[config.mk]
export PLATFORM = sky130hd
export DESIGN_NAME = dirty_dump_ctrl
export DESIGN_NICKNAME = d
export VERILOG_FILES = /design/src/rtl/dirty_dump_pkg.sv /design/src/rtl/dirty_dump_ctrl_find_first_set.sv /design/src/rtl/dirty_dump_ctrl.sv
export SDC_FILE = /design/constraint.sdc
export NUM_CORES = 1
export LEC_CHECK = 0
export ABC_AREA = 1
export ABC_CLOCK_PERIOD_IN_PS = 6700
export CAP_MARGIN = 20
export CORE_UTILIZATION = 51
export DETAILED_ROUTE_END_ITERATION = 7
export PLACE_DENSITY = 0.82
export SYNTH_ARGS = -nofsm -noshare
export SYNTH_HDL_FRONTEND = slang
export SYNTH_HIERARCHICAL = 1
export SYNTH_SLANG_ARGS = --single-unit
[constraint.sdc]
create_clock -name clock_i -period 6.7 [get_ports clock_i]
set_input_delay 1.005 -clock clock_i [delete_from_list [all_inputs] [get_ports clock_i]]
set_output_delay 1.005 -clock clock_i [all_outputs]
set_load 0.03 [all_outputs]
[src/rtl/dirty_dump_pkg.sv]
// Shared types and defaults for the dirty-word dump controller.
package dirty_dump_pkg;

  localparam int unsigned N_ELEMENTS_DEF = 128;
  localparam int unsigned DATA_WIDTH_DEF = 32;

  typedef enum logic [2:0] {
    ST_IDLE = 3'd0,
    ST_SCAN = 3'd1,
    ST_READ = 3'd2,
    ST_WAIT = 3'd3,
    ST_SEND = 3'd4,
    ST_DONE = 3'd5
  } state_e;

  // Word-address width for a memory of n words (at least one bit).
  function automatic int unsigned addr_width(input int unsigned n);
    return (n > 1) ? $clog2(n) : 1;
  endfunction

endpackage

[src/rtl/dirty_dump_ctrl_find_first_set.sv]
// Combinational lowest-set-bit priority encoder.
module find_first_set
  import dirty_dump_pkg::*;
#(
  parameter int unsigned N_ELEMENTS = N_ELEMENTS_DEF,
  parameter int unsigned ADDR_WIDTH = addr_width(N_ELEMENTS)
) (
  input  logic [N_ELEMENTS-1:0] vec_i,
  output logic [ADDR_WIDTH-1:0] index_o,
  output logic                  found_o
);

  // Scan from the top down so the lowest set bit wins.
  always_comb begin
    index_o = '0;
    found_o = 1'b0;
    for (int i = int'(N_ELEMENTS) - 1; i >= 0; i--) begin
      if (vec_i[i]) begin
        index_o = ADDR_WIDTH'(i);
        found_o = 1'b1;
      end
    end
  end

endmodule

[src/rtl/dirty_dump_ctrl.sv]
// Walks a snapshot of the dirty-bit vector and streams each dirty word
// out as an (address, data) pair to the debug transmit path.
module dirty_dump_ctrl
  import dirty_dump_pkg::*;
#(
  parameter int unsigned N_ELEMENTS = N_ELEMENTS_DEF,
  parameter int unsigned DATA_WIDTH = DATA_WIDTH_DEF,
  parameter int unsigned ADDR_WIDTH = addr_width(N_ELEMENTS)
) (
  input  logic                  clock_i,
  input  logic                  reset_i,
  input  logic                  start_i,
  input  logic [N_ELEMENTS-1:0] dirty_i,
  output logic [ADDR_WIDTH-1:0] mem_addr_o,
  output logic                  mem_rd_o,
  input  logic [DATA_WIDTH-1:0] mem_data_i,
  output logic                  tx_valid_o,
  input  logic                  tx_ready_i,
  output logic [ADDR_WIDTH-1:0] tx_addr_o,
  output logic [DATA_WIDTH-1:0] tx_data_o,
  output logic                  busy_o,
  output logic                  done_o,
  output logic [ADDR_WIDTH:0]   count_o
);

  localparam int unsigned CNT_W = ADDR_WIDTH + 1;

  state_e                r_state,    w_state_nxt;
  logic [N_ELEMENTS-1:0] r_snap,     w_snap_nxt;
  logic [ADDR_WIDTH-1:0] r_mem_addr, w_mem_addr_nxt;
  logic                  r_mem_rd,   w_mem_rd_nxt;
  logic                  r_tx_valid, w_tx_valid_nxt;
  logic [ADDR_WIDTH-1:0] r_tx_addr,  w_tx_addr_nxt;
  logic [DATA_WIDTH-1:0] r_tx_data,  w_tx_data_nxt;
  logic                  r_busy,     w_busy_nxt;
  logic                  r_done,     w_done_nxt;
  logic [CNT_W-1:0]      r_count,    w_count_nxt;

  logic [ADDR_WIDTH-1:0] w_ffs_idx;
  logic                  w_ffs_found;

  find_first_set #(
    .N_ELEMENTS (N_ELEMENTS),
    .ADDR_WIDTH (ADDR_WIDTH)
  ) u_ffs (
    .vec_i   (r_snap),
    .index_o (w_ffs_idx),
    .found_o (w_ffs_found)
  );

  // State and registered outputs.
  always_ff @(posedge clock_i) begin
    if (!reset_i) begin
      r_state    <= ST_IDLE;
      r_snap     <= '0;
      r_mem_addr <= '0;
      r_mem_rd   <= 1'b0;
      r_tx_valid <= 1'b0;
      r_tx_addr  <= '0;
      r_tx_data  <= '0;
      r_busy     <= 1'b0;
      r_done     <= 1'b0;
      r_count    <= '0;
    end else begin
      r_state    <= w_state_nxt;
      r_snap     <= w_snap_nxt;
      r_mem_addr <= w_mem_addr_nxt;
      r_mem_rd   <= w_mem_rd_nxt;
      r_tx_valid <= w_tx_valid_nxt;
      r_tx_addr  <= w_tx_addr_nxt;
      r_tx_data  <= w_tx_data_nxt;
      r_busy     <= w_busy_nxt;
      r_done     <= w_done_nxt;
      r_count    <= w_count_nxt;
    end
  end

  // Next-state and next-output logic.
  always_comb begin
    w_state_nxt    = r_state;
    w_snap_nxt     = r_snap;
    w_mem_addr_nxt = r_mem_addr;
    w_mem_rd_nxt   = r_mem_rd;
    w_tx_valid_nxt = r_tx_valid;
    w_tx_addr_nxt  = r_tx_addr;
    w_tx_data_nxt  = r_tx_data;
    w_count_nxt    = r_count;

    case (r_state)
      ST_IDLE: begin
        if (start_i) begin
          w_snap_nxt  = dirty_i;
          w_count_nxt = '0;
          w_state_nxt = ST_SCAN;
        end
      end
      ST_SCAN: begin
        if (w_ffs_found) begin
          w_mem_addr_nxt = w_ffs_idx;
          w_tx_addr_nxt  = w_ffs_idx;
          w_mem_rd_nxt   = 1'b1;
          w_state_nxt    = ST_READ;
        end else begin
          w_state_nxt = ST_DONE;
        end
      end
      ST_READ: begin
        w_mem_rd_nxt = 1'b0;
        w_state_nxt  = ST_WAIT;
      end
      ST_WAIT: begin
        w_tx_data_nxt  = mem_data_i;
        w_tx_valid_nxt = 1'b1;
        w_state_nxt    = ST_SEND;
      end
      ST_SEND: begin
        // tx_addr_o still holds the index of the word being sent.
        if (tx_ready_i) begin
          w_tx_valid_nxt        = 1'b0;
          w_snap_nxt[r_tx_addr] = 1'b0;
          w_count_nxt           = r_count + CNT_W'(1);
          w_state_nxt           = ST_SCAN;
        end
      end
      ST_DONE: begin
        w_state_nxt = ST_IDLE;
      end
      default: begin
        w_state_nxt = ST_IDLE;
      end
    endcase

    w_busy_nxt = (w_state_nxt != ST_IDLE);
    w_done_nxt = (w_state_nxt == ST_DONE);
  end

  assign mem_addr_o = r_mem_addr;
  assign mem_rd_o   = r_mem_rd;
  assign tx_valid_o = r_tx_valid;
  assign tx_addr_o  = r_tx_addr;
  assign tx_data_o  = r_tx_data;
  assign busy_o     = r_busy;
  assign done_o     = r_done;
  assign count_o    = r_count;

endmodule

==> out/metrics.cfg <==
[status]
status=finished, violations left
violations=negative setup slack

[grt]
grt-busiest-layer=met2
antenna_found_initial=0
grt_util_met2_pct=48.4
gr-usage-all-layers_pct=30.2
first_global_vias=9720
grt_pass1_wl_mm=48.1
grt_overflow=0
grt_start_max_net_pins=116
use_met3_pct=5.48
grt_use_met1_pct=40.6

[synthesis]
synth-edff-count=0
ys.flop_type=dfxtp_1
async_reset_ff_share_pct=0
synthesis.area_um2=10000
yosys_warnings=6
syn_nets=1693
synth_seq_cells=182
synth_cell_types=35
synthCells=1528
yosysSeqAreaShare_pct=36.4
syn_avg_cell_area_um2=6.55

[floorplan]
die_h_um=142
core_area_um2=19000
die_w_um=142
dieArea_um2=20200
top_level_ports=222
start_util_pct=52.8
rows=50

[clock_network]
cts.path.max_buffers=2
ctsHoldBuffers=0
cts_tree=yes
clock_latency_ps=440
clock-root-buffer=clkbuf_16
h-tree-depth=4
numClockSinks=182
cts-buffers-inserted=17
path_clk_slew_ps=70

[finish]
drive_gt1_share_pct=5.82
fin_util_pct=67.7
multiInputGateArea_um2=4840
insertedDiodeCount=0
syn_to_final_growth_pct=28.2
fillCellCount=1630
regArea_um2=3650
nets=1853

[critical_path]
crit_slowest_cell=dfxtp_2
worstPathMaxFanout=2
crit_type=reg -> reg
worst_path_most_repeated_cell=nand2_1
critPathMaxStageDelay_ps=320
cp_data_required_time_ps=7060
cp-end-kind=register
startpoint_type=register
worst-endpoint-arrival_ps=7190

[routing]
via_per_inst=5.42
wl_mm=30.4
drtIter0Drc=899
drc_errors=0
route.vias.total=10635
wl_per_cell_um=15.5
route.antenna.remaining_nets=0
first_pass_iters=5

[timing]
final-hold-violation-count=0
timing.slew.headroom_pct=18.8
worst_slew_pin_slew_ps=1220
min_period_ps=6830
fmax_mhz=147
rsz0062_at_grt=yes
fin_ws_ps=-126
setup-violations-final=1
drv_slew=0
period_share_pct=102
timing.hold.ws_ps=475
finClkSkew_ps=9.56

[min_path]
holdCritPathClass=reg -> reg

[pwr]
p_per_area_nw_per_um2=258
ir_worst_vdd_mv=0.191
p_leak_nw=5.47

[placed_design]
place_congestion=0.879
portBuffers=221
hpwl_mm=19.9

[run]
maxCapViolCount=0

## worst max-delay path: cells and delay by family, from the launching register on
family	cells	cell delay [ps]
AND/OR/NAND/NOR	123	5990
AO/OA/AOI/OAI	3	340
flip-flops	1	320
buffers and inverters	1	40
## report_power, final
group	total [mW]	internal (mW)	switching, mW
logic	0.920	0.404	0.516
registers	1.30	1.20	0.100
clock network	1.09	0.605	0.483
total	3.31	2.21	1.10
## kinds of logic (layout without fill, tap and decap cells)
logic type	Yosys count	in the layout	share of synthesized area (%)
and+or+nand+nor	617	617	24.6
AOI/OAI and AO/OA	460	460	23.4
buffers and inverters	268	441	15.5
adders and majority gates	1	1	0.125
DFF	182	182	36.4
## state kept, by name, summed over array words and instances (netlist names)
signal	cells
busy_o	1
tx_valid_o	1
r_snap	128
done_o	1
mem_rd_o	1
tx_addr_o	7
tx_data_o	32
count_o	8
r_state	3
## layer usage
layer / wire (um) / vias to the layer above
met5: 0 / -
met3: 2640 / 57
met2: 14300 / 457
met4: 600 / 0
met1: 12900 / 4900
li1: - / 5221
## cells in the final DEF (no fill, tap or decap)
cell             netlist  routed
a2111o_1               1       1
o21ai_0              283     282
nand2_1              369     368
nor3_1                 6       6
nor4_1                 8       8
nand2_2                3       3
nand3_1               37      37
dfxtp_2                0       3
bufinv_16              0       3
inv_8                  0       4
nor2_1               180     174
clkinvlp_4             0       3
a311o_1                1       1
dfxtp_1              182     179
o31ai_1                1       1
nand4_1                4       4
a31oi_1                4       4
nor3_4                 1       1
or2_2                  1       1
nor2_4                 3       3
inv_6                  0       4
bufinv_8              33      33
o21bai_1               1       1
nand2_4                0       1
o211ai_1               1       1
a211oi_1               2       2
inv_2                  4       5
ha_1                   1       1
a21oi_1              153     153
o311ai_0               3       3
a21oi_2                1       1
clkbuf_16              0      17
clkinv_8               0       1
nand3b_1               1       1
o21ai_1                9      10
and3_1                 1       1
clkdlybuf4s50_1        0     220
buf_4                 13       7
nor2_2                 3       9
inv_1                145     144
## synth_stat cells (4+ instances only)
cell      instances  area, um2
a21oi_1         153        766
a31oi_1           4       25.0
buf_2            16       80.1
buf_4            13       97.6
bufinv_8         33        578
clkbuf_1         53        199
dfxtp_1         182       3640
inv_1           145        544
inv_2             4       15.0
nand2_1         369       1390
nand3_1          37        185
nand4_1           4       25.0
nor2_1          180        676
nor3_1            6       30.0
nor4_1            8       50.1
o21ai_0         283       1420
o21ai_1           9       45.0
## area by class of cell
class,instances,share of cell area [%]
clock buffers,17,3.31
clock inverters,15,1.63
inverters,182,8.86
multi-input cells,1078,37.7
flip-flops and latches,182,28.4
well taps,260,2.53
repair buffers,227,17.6
## through the flow
| stage | worst slack [ps] | cells | instance area (um2) | TNS (ps) | power, mW |
|---|---|---|---|---|---|
| 5_1_grt | -1350 | 1961 | 12800 | -1350 | 3.48 |
| 3_5_place_dp | 64.5 | 1928 | 12200 | 0 | 2.21 |
| 6_report | -126 | 1961 | 12800 | -126 | 3.31 |
| 4_1_cts | -56.0 | 1961 | 12800 | -56.0 | 3.31 |
| 2_1_floorplan | 835 | 1528 | 10000 | 0 | 1.93 |
| 3_3_place_gp | 165 | 1928 | 12200 | 0 | 2.20 |
## path summary, 6_finish.rpt
check | start | end | slack (ps) | cells after the start
setup / recovery | r_snap[126] | tx_addr_o[0] | -130 | 127
hold / removal | tx_valid_o | tx_valid_o | 470 | 2
setup reg to reg | r_snap[126] | tx_addr_o[0] | -130 | 127
hold reg to reg | tx_valid_o | tx_valid_o | 470 | 2
## what timing repair did
action                     4_1_cts  5_1_grt
pin swaps                        1        4
setup endpoints to repair        1        1
gates resized for setup          4        1
setup buffers                    1        0
No activity file was read; power rests on OpenSTA's default activity.
